[config.mk]
export PLATFORM = sky130hd
export DESIGN_NAME = vmicro16_alu_arbiter
export DESIGN_NICKNAME = d
export VERILOG_FILES = /design/src/rtl/vmicro16_alu_arbiter.sv
export SDC_FILE = /design/constraint.sdc
export NUM_CORES = 1
export LEC_CHECK = 0
export ABC_AREA = 1
export CORE_ASPECT_RATIO = 0.7
export CORE_MARGIN = 10
export CORE_UTILIZATION = 44
export DETAILED_ROUTE_END_ITERATION = 8
export HOLD_SLACK_MARGIN = 0.05
export PLACE_DENSITY = 0.86
export SLEW_MARGIN = 20
export SYNTH_ARGS = -nofsm -noshare
export SYNTH_HDL_FRONTEND = slang
export SYNTH_SLANG_ARGS = --single-unit
[constraint.sdc]
create_clock -name clk -period 2.95 [get_ports clk]
set_input_delay 0.4425 -clock clk [delete_from_list [all_inputs] [get_ports clk]]
set_output_delay 0.4425 -clock clk [all_outputs]
set_load 0.02 [all_outputs]
[src/rtl/vmicro16_alu_arbiter.sv]
// -----------------------------------------------------------------------------
// vmicro16_alu_arbiter
//
// Lets CORES requesters share one combinational vmicro16_alu. Each transaction
// runs IDLE -> EXEC -> RESP, so only one is ever in flight. In IDLE a
// round-robin scan picks a winner starting at rr_ptr. The winner's
// op/a/b/flags are latched onto the alu_* outputs. In EXEC the ALU result is
// registered and the winner's ack bit is set. In RESP ack is high for exactly
// one cycle and rr_ptr moves past the winner.
//
// Ports
//   clk, reset  rising-edge clock, synchronous active-high reset
//   req         per-core request, held by the requester until its ack
//   op_in       per-core ALU opcode, core i at [i*OP_W +: OP_W]
//   a_in, b_in  per-core operands, core i at [i*DATA_W +: DATA_W]
//   flags_in    per-core NZCV flags, core i at [i*4 +: 4] (N=bit3, V=bit0)
//   ack         one-hot, one-cycle completion pulse
//   res_out     registered ALU result, defined while ack != 0
//   alu_op/a/b/flags  latched operands driven to the shared ALU
//   alu_c       combinational result returned by the shared ALU
// -----------------------------------------------------------------------------
module vmicro16_alu_arbiter #(
    parameter int CORES  = 2,
    parameter int DATA_W = 16,
    parameter int OP_W   = 5
) (
    input  logic                      clk,
    input  logic                      reset,
    input  logic [CORES-1:0]          req,
    input  logic [CORES*OP_W-1:0]     op_in,
    input  logic [CORES*DATA_W-1:0]   a_in,
    input  logic [CORES*DATA_W-1:0]   b_in,
    input  logic [CORES*4-1:0]        flags_in,
    output logic [CORES-1:0]          ack,
    output logic [DATA_W-1:0]         res_out,
    output logic [OP_W-1:0]           alu_op,
    output logic [DATA_W-1:0]         alu_a,
    output logic [DATA_W-1:0]         alu_b,
    output logic [3:0]                alu_flags,
    input  logic [DATA_W-1:0]         alu_c
);

    // A single core still gets a 1-bit pointer; it simply never leaves 0.
    localparam int              PTR_W     = (CORES > 1) ? $clog2(CORES) : 1;
    localparam logic [PTR_W:0]  CORES_X   = (PTR_W + 1)'(CORES);
    localparam logic [PTR_W-1:0] LAST_CORE = PTR_W'(CORES - 1);

    typedef enum logic [1:0] {
        ST_IDLE = 2'd0,
        ST_EXEC = 2'd1,
        ST_RESP = 2'd2
    } state_t;

    state_t              state_q, state_d;
    logic [PTR_W-1:0]    rr_ptr_q, rr_ptr_d;
    logic [PTR_W-1:0]    grant_q, grant_d;
    logic [CORES-1:0]    ack_q, ack_d;
    logic [DATA_W-1:0]   res_q, res_d;
    logic [OP_W-1:0]     alu_op_q, alu_op_d;
    logic [DATA_W-1:0]   alu_a_q, alu_a_d;
    logic [DATA_W-1:0]   alu_b_q, alu_b_d;
    logic [3:0]          alu_flags_q, alu_flags_d;

    logic                found_s;
    logic [PTR_W-1:0]    winner_s;
    logic [PTR_W:0]      cand_s;
    logic [PTR_W-1:0]    cand_lo_s;
    logic [OP_W-1:0]     sel_op_s;
    logic [DATA_W-1:0]   sel_a_s;
    logic [DATA_W-1:0]   sel_b_s;
    logic [3:0]          sel_flags_s;

    // Round-robin scan. The loop runs from the farthest offset down to offset
    // 0, so the last hit written is the one nearest rr_ptr.
    always_comb begin
        found_s   = 1'b0;
        winner_s  = '0;
        cand_s    = '0;
        cand_lo_s = '0;
        for (int k = CORES - 1; k >= 0; k--) begin
            cand_s    = {1'b0, rr_ptr_q} + (PTR_W + 1)'(k);
            cand_s    = (cand_s >= CORES_X) ? (cand_s - CORES_X) : cand_s;
            cand_lo_s = cand_s[PTR_W-1:0];
            winner_s  = req[cand_lo_s] ? cand_lo_s : winner_s;
            found_s   = found_s | req[cand_lo_s];
        end
    end

    // Operand mux selecting the winner's fields.
    always_comb begin
        sel_op_s    = '0;
        sel_a_s     = '0;
        sel_b_s     = '0;
        sel_flags_s = 4'h0;
        for (int i = 0; i < CORES; i++) begin
            sel_op_s    = (winner_s == PTR_W'(i)) ? op_in[i*OP_W +: OP_W]       : sel_op_s;
            sel_a_s     = (winner_s == PTR_W'(i)) ? a_in[i*DATA_W +: DATA_W]    : sel_a_s;
            sel_b_s     = (winner_s == PTR_W'(i)) ? b_in[i*DATA_W +: DATA_W]    : sel_b_s;
            sel_flags_s = (winner_s == PTR_W'(i)) ? flags_in[i*4 +: 4]          : sel_flags_s;
        end
    end

    // Transaction FSM next-state logic. ack defaults low, so it can only pulse
    // for the single cycle spent in RESP.
    always_comb begin
        state_d     = state_q;
        rr_ptr_d    = rr_ptr_q;
        grant_d     = grant_q;
        ack_d       = '0;
        res_d       = res_q;
        alu_op_d    = alu_op_q;
        alu_a_d     = alu_a_q;
        alu_b_d     = alu_b_q;
        alu_flags_d = alu_flags_q;
        case (state_q)
            ST_IDLE: begin
                if (found_s) begin
                    alu_op_d    = sel_op_s;
                    alu_a_d     = sel_a_s;
                    alu_b_d     = sel_b_s;
                    alu_flags_d = sel_flags_s;
                    grant_d     = winner_s;
                    state_d     = ST_EXEC;
                end else begin
                    state_d     = ST_IDLE;
                end
            end
            ST_EXEC: begin
                res_d = alu_c;
                for (int i = 0; i < CORES; i++) begin
                    ack_d[i] = (grant_q == PTR_W'(i));
                end
                state_d = ST_RESP;
            end
            ST_RESP: begin
                rr_ptr_d = (grant_q == LAST_CORE) ? '0 : (grant_q + PTR_W'(1));
                state_d  = ST_IDLE;
            end
            default: begin
                state_d = ST_IDLE;
            end
        endcase
    end

    // State register with synchronous reset. A reset during a transaction
    // abandons it, and no ack is issued.
    always_ff @(posedge clk) begin
        if (reset) begin
            state_q     <= ST_IDLE;
            rr_ptr_q    <= '0;
            grant_q     <= '0;
            ack_q       <= '0;
            res_q       <= '0;
            alu_op_q    <= '0;
            alu_a_q     <= '0;
            alu_b_q     <= '0;
            alu_flags_q <= 4'h0;
        end else begin
            state_q     <= state_d;
            rr_ptr_q    <= rr_ptr_d;
            grant_q     <= grant_d;
            ack_q       <= ack_d;
            res_q       <= res_d;
            alu_op_q    <= alu_op_d;
            alu_a_q     <= alu_a_d;
            alu_b_q     <= alu_b_d;
            alu_flags_q <= alu_flags_d;
        end
    end

    assign ack       = ack_q;
    assign res_out   = res_q;
    assign alu_op    = alu_op_q;
    assign alu_a     = alu_a_q;
    assign alu_b     = alu_b_q;
    assign alu_flags = alu_flags_q;

endmodule

==> impl_metrics.json, run 1 <==
{
  "path_class": "input port to flip-flop",
  "seqPwrFrac_pct": 37.5,
  "io_buffer_count": 160,
  "routed_wl_mm": 11.0,
  "crit_path_max_fanout": 55,
  "die_x_um": 124,
  "drt_first_pass_iters": 9,
  "tightest_slew_ns": 0.804,
  "post_cts_buffers": 0,
  "antenna_found_initial": 0,
  "hold_path_class": "flip-flop to flip-flop",
  "max_freq_ghz": 0.554,
  "finalSetupViolCount": 0,
  "synth_common_cells": "nand2_1, nor2_1, inv_1",
  "muxShareOfSynthArea_pct": 0,
  "clock_sinks": 63,
  "syn_nets": 639,
  "synth_top_area_cell": "dfxtp_1",
  "drv_slew": 0,
  "postSynthAreaPerCell_um2": 6.16,
  "power_frac_comb_pct": 31.0,
  "ctsHoldBuffers": 0,
  "diodes": 0,
  "place_congestion": 0.837,
  "syn2layout_area_growth_pct": 53.9,
  "endpoint_kind": "flip-flop",
  "routedWlPerCell_um": 14.0,
  "finalCritPeriodShare_pct": 61.2,
  "io_pins": 161,
  "final_core_util_pct": 69.6,
  "clock-skew-final_ns": 0.00869,
  "fin_nets": 781,
  "netlist_instances": 537,
  "p_per_area_nw_per_um2": 519,
  "drt_first_iter_violations": 221,
  "track_usage_pct": 18.5,
  "synth_area_um2": 3310,
  "initial_utilization_pct": 45.2,
  "synth_simple_gate_area_share_pct": 35.2,
  "peakVddDrop_v": 0.000302,
  "slew-limit-headroom_pct": 46.4,
  "dp_hpwl_mm": 8.00,
  "synth_top_family_by_area": "simple AND/OR/NAND/NOR gates",
  "ys.flop_type": "dfxtp_1",
  "critPathMaxStageDelay_ns": 0.56,
  "cts_buffer_depth": 2,
  "cp_slowest_cell": "clkdlybuf4s50_1",
  "crit_path_start_kind": "input port",
  "arrival_ns": 2.04,
  "synth_fa_ha_area_share_pct": 0,
  "core_um2": 7320,
  "synthArstFlopShare_pct": 0,
  "synth_most_common_cell": "nand2_1",
  "cts_tree": "built",
  "synth_xor_area_share_pct": 0,
  "synth_compound_area_share_pct": 9.49,
  "htreeDepth": 3,
  "yosysTopAreaCellShare_pct": 38.1,
  "die_h_um": 92.5,
  "vias": 3680,
  "switching_share_pct": 31.7,
  "cts_resized": 0,
  "pre_cts_ws_ns": 0.819,
  "synth_cell_types": 19,
  "internal_power_mw": 1.81,
  "dieArea_um2": 11400,
  "post-route-drc-count": 0,
  "power.switching_uw": 838,
  "grt_start_max_net_pins": 84,
  "grt_overflow_total": 0,
  "first_global_vias": 3546,
  "cts.clk_slew.worst_paths_ns": 0.08,
  "setup_slack_ns": 1.14,
  "detail-route-antenna-nets": 0,
  "ys_seq_area_share_pct": 38.1,
  "rsz0062_at_grt": "false",
  "clockPowerShare_pct": 31.5,
  "outcome": "finished clean",
  "min_period_ns": 1.81,
  "whs_ns": 0.457,
  "tns_ns": 0,
  "drive_gt1_share_pct": 4.09,
  "grt_pass1_wl_mm": 17.3,
  "finalHoldViolations": 0,
  "root_buffer": "clkbuf_8",
  "ys_ff_latch": 63,
  "synth_edf_count": 0,
  "synthTopCellsByArea": "dfxtp_1, nand2_1, nor2_1",
  "insertion_delay_ns": 0.34,
  "rows": 26,
  "vias_per_cell": 4.71,
  "cpMostUsedCell": "nor2_1",
  "max-cap-violations": 0,
  "cp_cell_sequence": "clkdlybuf4s50_1, nand2_2, buf_12, nand3_1, nand2_1, nor2_1, nor2_1",
  "leakage_nw": 2.40,
  "cts_buffers": 9,
  "fillers": 615,
  "worstPathRequired_ns": 3.18,
  "ys_warn_count": 0
}
[area by class of cell]
class                           count  area (um2)  area share, %
Tap cell                           98         123           2.41
Inverter                           88         330           6.49
Multi-Input combinational cell    352        1490           29.2
Clock buffer                        9         124           2.43
Sequential cell                    63        1260           24.8
Clock inverter                      7        97.6           1.92
Timing Repair Buffer              165        1670           32.8
[path summary, 6_finish.rpt]
kind                         start                      to  slack [ns]  cells after the start
max                         req[0]  alu_a[11]$_SDFFE_PP0P_        1.14                      7
min           grant_q$_SDFFE_PP0P_       ack[0]$_SDFF_PP0_        0.46                      1
max reg2reg  rr_ptr_q$_SDFFE_PP0N_  alu_a[11]$_SDFFE_PP0P_        1.43                      7
min reg2reg   grant_q$_SDFFE_PP0P_       ack[0]$_SDFF_PP0_        0.46                      1
[cells in the final DEF (no fill, tap or decap), types with 3 or more instances in the layout]
| cell | Yosys | routed |
|---|---|---|
| clkdlybuf4s50_1 | 0 | 159 |
| dfxtp_1 | 63 | 63 |
| o21ai_0 | 17 | 17 |
| clkbuf_8 | 0 | 9 |
| inv_1 | 87 | 87 |
| buf_12 | 0 | 3 |
| nor2_1 | 119 | 119 |
| a21oi_1 | 43 | 43 |
| nand3_1 | 42 | 42 |
| nand2_1 | 123 | 123 |
[sequential cells by signal (all words and copies together) (netlist names)]
signal and count:
res_out 16, grant_q 1, alu_b 16, alu_flags 4
alu_op 5, state_q 2, ack 2, rr_ptr_q 1
alu_a 16
[critical path: cells and delay by family]
family,cells,cell delay [ns]
buffers and inverters,2,0.89
AND/OR/NAND/NOR,5,0.67
[power groups by stage]
stage	sequential (mW)	combinational, mW	clock [mW]
floorplan	1.11	0.345	0
global placement	1.00	0.804	0
detailed placement	1.01	0.821	0
CTS	0.991	0.826	0.849
global route	1.00	0.905	0.884
finish	0.991	0.820	0.834
[stage by stage]
stage	cells	power (mW)	area [um2]
6_report	782	2.65	5090
5_1_grt	782	2.79	5090
4_1_cts	782	2.67	5090
3_5_place_dp	766	1.83	4870
3_3_place_gp	766	1.81	4870
2_1_floorplan	537	1.46	3310
[routing by layer]
layer / track usage [%] / vias up / routed length, um
met2: 29.4 / 167 / 4890
met5: 0 / - / 0
met3: 8.61 / 13 / 1340
met4: 4.74 / 0 / 122
met1: 22.1 / 1613 / 4630
li1: - / 1887 / -
[cell families (layout without fill, tap and decap cells)]
family,Yosys count,in the layout
compound gates,62,62
flops,63,63
simple gates,290,290
buf+inv,122,269
Note: power is estimated with default switching activity, not from simulation.
==> run 2: changes to the inputs <==
--- a/config.mk
+++ b/config.mk
@@ -8,10 +8,10 @@
 export ABC_AREA = 1
 export CORE_ASPECT_RATIO = 0.7
 export CORE_MARGIN = 10
-export CORE_UTILIZATION = 44
+export CORE_UTILIZATION = 41
 export DETAILED_ROUTE_END_ITERATION = 8
 export HOLD_SLACK_MARGIN = 0.05
-export PLACE_DENSITY = 0.86
+export PLACE_DENSITY = 0.81
 export SLEW_MARGIN = 20
 export SYNTH_ARGS = -nofsm -noshare
 export SYNTH_HDL_FRONTEND = slang
==> constraint.sdc (replaced) <==
create_clock -name clk -period 1.9 [get_ports clk]
set_input_delay 0.285 -clock clk [delete_from_list [all_inputs] [get_ports clk]]
set_output_delay 0.285 -clock clk [all_outputs]
set_load 0.02 [all_outputs]
==> impl_metrics.json, run 2 (same netlist as run 1, synthesis figures left out) <==
{
  "clock-skew-final_ns": 0.00381,
  "first_global_vias": 3451,
  "diodes": 0,
  "final_core_util_pct": 66.7,
  "finalHoldViolations": 0,
  "crit_path_start_kind": "flip-flop",
  "rows": 27,
  "routedWlPerCell_um": 13.6,
  "io_buffer_count": 160,
  "cts_resized": 0,
  "dp.cells": 774,
  "fin_nets": 786,
  "post_cts_buffers": 0,
  "grt_pass1_wl_mm": 17.0,
  "outcome": "finished clean",
  "drt_first_iter_violations": 228,
  "place_congestion": 0.804,
  "cp_slowest_cell": "clkdlybuf4s50_1",
  "critical_path_buf_inv_count": 1,
  "whs_ns": 0.480,
  "die_x_um": 127,
  "tns_ns": 0,
  "tightest_slew_ns": 0.416,
  "io_pins": 161,
  "post_dp_cell_area_um2": 4920,
  "slew-limit-headroom_pct": 72.2,
  "stdcell_area_um2": 5250,
  "rsz0062_at_grt": "false",
  "path_class": "flip-flop to output port",
  "dieArea_um2": 12100,
  "crit_family": "buffers and inverters",
  "p_per_area_nw_per_um2": 868,
  "max_freq_ghz": 0.617,
  "finalPower_mw": 4.56,
  "stdcell_count": 790,
  "ctsHoldBuffers": 0,
  "drv_slew": 0,
  "hold_path_class": "flip-flop to flip-flop",
  "die_h_um": 95.2,
  "grt_start_max_net_pins": 48,
  "grt_overflow_total": 0,
  "max-cap-violations": 0,
  "clock_sinks": 63,
  "setup_slack_ns": 0.279,
  "leakage_nw": 2.48,
  "worstPathRequired_ns": 1.62,
  "cts_buffer_depth": 2,
  "arrival_ns": 1.34,
  "cts.clk_slew.worst_paths_ns": 0.05,
  "initial_utilization_pct": 42.0,
  "endpoint_kind": "output port",
  "routed_wl_mm": 10.8,
  "vias_per_cell": 4.60,
  "track_usage_pct": 16.8,
  "pre_cts_ws_ns": 0.208,
  "detail-route-antenna-nets": 0,
  "r2r_cells": 7,
  "antenna_found_initial": 0,
  "vias": 3632,
  "finalSetupViolCount": 0,
  "drt_first_pass_iters": 6,
  "whs_path_depth": 1,
  "peakVddDrop_v": 0.000386,
  "post-route-drc-count": 0,
  "core_um2": 7870,
  "drive_gt1_share_pct": 4.79,
  "final_common_cell": "clkdlybuf4s50_1",
  "final_cell_mix": "clkdlybuf4s50_1, nand2_1, nor2_1, inv_1, dfxtp_1",
  "finalCritPeriodShare_pct": 85.3,
  "crit_path_max_fanout": 2,
  "min_period_ns": 1.62,
  "insertion_delay_ns": 0.32,
  "htreeDepth": 3,
  "root_buffer": "clkbuf_16",
  "cts_buffers": 9,
  "cp.depth": 1,
  "dp_hpwl_mm": 8.01,
  "critPathMaxStageDelay_ns": 0.67,
  "syn2layout_area_growth_pct": 58.6,
  "cts_tree": "built",
  "cp_cell_sequence": "clkdlybuf4s50_1"
}
-- run 2: cell count changes in the layout (fill, tap and decap cells not counted) --
cell and change:
clkbuf_8 -9, clkbuf_16 +9, buf_12 +1, buf_4 +4
-- run 2: power breakdown --
part	internal (mW)	total, mW	switching [mW]
Sequential	1.47	1.54	0.0741
Combinational	0.620	1.29	0.666
Clock	1.15	1.73	0.582
Total	3.23	4.56	1.32
-- run 2: worst paths after layout --
kind / startpoint / to / slack (ns)
setup / recovery: alu_a[4]$_SDFFE_PP0P_ / alu_a[4] / 0.28
setup reg to reg: state_q[0]$_SDFF_PP0_ / alu_a[4]$_SDFFE_PP0P_ / 0.68
hold / removal: grant_q$_SDFFE_PP0P_ / ack[0]$_SDFF_PP0_ / 0.48
hold reg to reg: grant_q$_SDFFE_PP0P_ / ack[0]$_SDFF_PP0_ / 0.48
-- run 2: layout make-up --
type / count / area (um2)
fillers: 707 / 2620
repair buffers: 170 / 1720
multi-input cells: 352 / 1490
flip-flops and latches: 63 / 1260
inverters: 88 / 330
clock buffers: 9 / 225
well taps: 101 / 126
clock inverters: 7 / 97.6
-- run 2: per-layer routing --
layer / routed length, um / share of wire (%) / vias up / track usage, %
met2: 4820 / 45 / 121 / 27.0
met4: 61 / 0.57 / 0 / 3.78
met1: 4840 / 45 / 1603 / 20.3
met3: 1030 / 9.6 / 6 / 7.65
met5: 0 / 0 / - / 0
li1: - / - / 1902 / -
==> run 3: changes to the inputs <==
--- a/config.mk
+++ b/config.mk
@@ -8,10 +8,9 @@
 export ABC_AREA = 1
 export CORE_ASPECT_RATIO = 0.7
 export CORE_MARGIN = 10
-export CORE_UTILIZATION = 41
+export CORE_UTILIZATION = 25
 export DETAILED_ROUTE_END_ITERATION = 8
 export HOLD_SLACK_MARGIN = 0.05
-export PLACE_DENSITY = 0.81
 export SLEW_MARGIN = 20
 export SYNTH_ARGS = -nofsm -noshare
 export SYNTH_HDL_FRONTEND = slang
==> impl_metrics.json, run 3 (same netlist as run 1, synthesis figures left out) <==
{
  "stdcell_area_um2": 5310,
  "dieArea_um2": 18300,
  "finalSetupViolCount": 0,
  "p_per_area_nw_per_um2": 849,
  "timing.rr.end": "alu_b[11]$_SDFFE_PP0P_",
  "cts.clk_slew.worst_paths_ns": 0.05,
  "critPathMaxStageDelay_ns": 0.64,
  "diodes": 0,
  "critical_path_buf_inv_count": 1,
  "r2r_setup_slack_ns": 0.65,
  "routedWlPerCell_um": 13.2,
  "fin_nets": 787,
  "cts_resized": 0,
  "rsz0062_at_grt": "false",
  "leakage_nw": 2.48,
  "insertion_delay_ns": 0.33,
  "slew-limit-headroom_pct": 77.1,
  "arrival_ns": 1.33,
  "hold_path_class": "flip-flop to flip-flop",
  "tightest_slew_ns": 0.343,
  "final_cell_mix": "clkdlybuf4s50_1, nand2_1, nor2_1, inv_1, dfxtp_1",
  "clock-skew-final_ns": 0.00764,
  "root_buffer": "clkbuf_16",
  "vias": 3538,
  "finalHoldViolations": 0,
  "clock_sinks": 63,
  "track_usage_pct": 12.3,
  "ctsHoldBuffers": 0,
  "first_global_vias": 3428,
  "initial_utilization_pct": 25.3,
  "crit_path_start": "alu_flags[0]$_SDFFE_PP0P_",
  "die_x_um": 157,
  "routed_wl_mm": 11.3,
  "grt_pass1_wl_mm": 17.9,
  "finalCritPeriodShare_pct": 84.8,
  "place_congestion": 0.798,
  "crit_end": "alu_flags[0]",
  "worstPathRequired_ns": 1.62,
  "drive_gt1_share_pct": 5.07,
  "crit_family": "buffers and inverters",
  "htreeDepth": 3,
  "peakVddDrop_v": 0.000421,
  "crit_path_max_fanout": 2,
  "cts_buffers": 9,
  "drv_slew": 0,
  "core_um2": 13100,
  "setup_slack_ns": 0.289,
  "rows": 35,
  "io_buffer_count": 160,
  "final_common_cell": "clkdlybuf4s50_1",
  "crit_path_start_kind": "flip-flop",
  "finalPower_mw": 4.51,
  "cp.depth": 1,
  "post-route-drc-count": 0,
  "die_h_um": 116,
  "min_period_ns": 1.61,
  "endpoint_kind": "output port",
  "cts_buffer_depth": 2,
  "cp_cell_sequence": "clkdlybuf4s50_1",
  "tns_ns": 0,
  "path_class": "flip-flop to output port",
  "drt_first_pass_iters": 4,
  "grt_overflow_total": 0,
  "io_pins": 161,
  "worstReg2RegStart": "state_q[0]$_SDFF_PP0_",
  "max_freq_ghz": 0.621,
  "max-cap-violations": 0,
  "dp_hpwl_mm": 8.38,
  "final_core_util_pct": 40.7,
  "pre_cts_ws_ns": 0.218,
  "cp_slowest_cell": "clkdlybuf4s50_1",
  "post_dp_cell_area_um2": 5000,
  "antenna_found_initial": 0,
  "vias_per_cell": 4.13,
  "syn2layout_area_growth_pct": 60.5,
  "grt_start_max_net_pins": 50,
  "drt_first_iter_violations": 157,
  "detail-route-antenna-nets": 0,
  "post_cts_buffers": 0,
  "r2r_cells": 7,
  "cts_tree": "built",
  "outcome": "finished clean"
}
run 3: per-stage QoR:
step	hold slack, ns	std cells
CTS	0.483	856
global route	0.517	856
floorplan	0.354	537
global placement	0.464	840
detailed placement	0.470	840
finish	0.480	856
run 3: metal layers:
layer | wire length (um) | GRT usage [%]
met1 | 5360 | 15.3
met2 | 4760 | 18.4
met3 | 1100 | 6.14
met4 | 89 | 2.86
met5 | 0 | 0
run 3: worst min-delay path by stage:
stage | from | end | cells after the start
floorplan | reset | rr_ptr_q$_SDFFE_PP0N_ | 1
global route | grant_q$_SDFFE_PP0P_ | ack[0]$_SDFF_PP0_ | 1
finish | grant_q$_SDFFE_PP0P_ | ack[0]$_SDFF_PP0_ | 1
detailed placement | grant_q$_SDFFE_PP0P_ | ack[0]$_SDFF_PP0_ | 1
global placement | rr_ptr_q$_SDFFE_PP0N_ | rr_ptr_q$_SDFFE_PP0N_ | 2
CTS | rr_ptr_q$_SDFFE_PP0N_ | rr_ptr_q$_SDFFE_PP0N_ | 2
run 3: final cells by class:
| cell class | instances | area, um2 |
|---|---|---|
| clock inverters | 5 | 56.3 |
| fillers | 1323 | 7740 |
| repair buffers | 171 | 1720 |
| multi-input cells | 352 | 1490 |
| inverters | 88 | 330 |
| well taps | 166 | 208 |
| flip-flops and latches | 63 | 1260 |
| clock buffers | 11 | 253 |
run 3: power by group:
group / switching, mW / total, mW / internal (mW)
combinational: 0.668 / 1.29 / 0.618
sequential: 0.0751 / 1.54 / 1.47
clock: 0.598 / 1.68 / 1.08
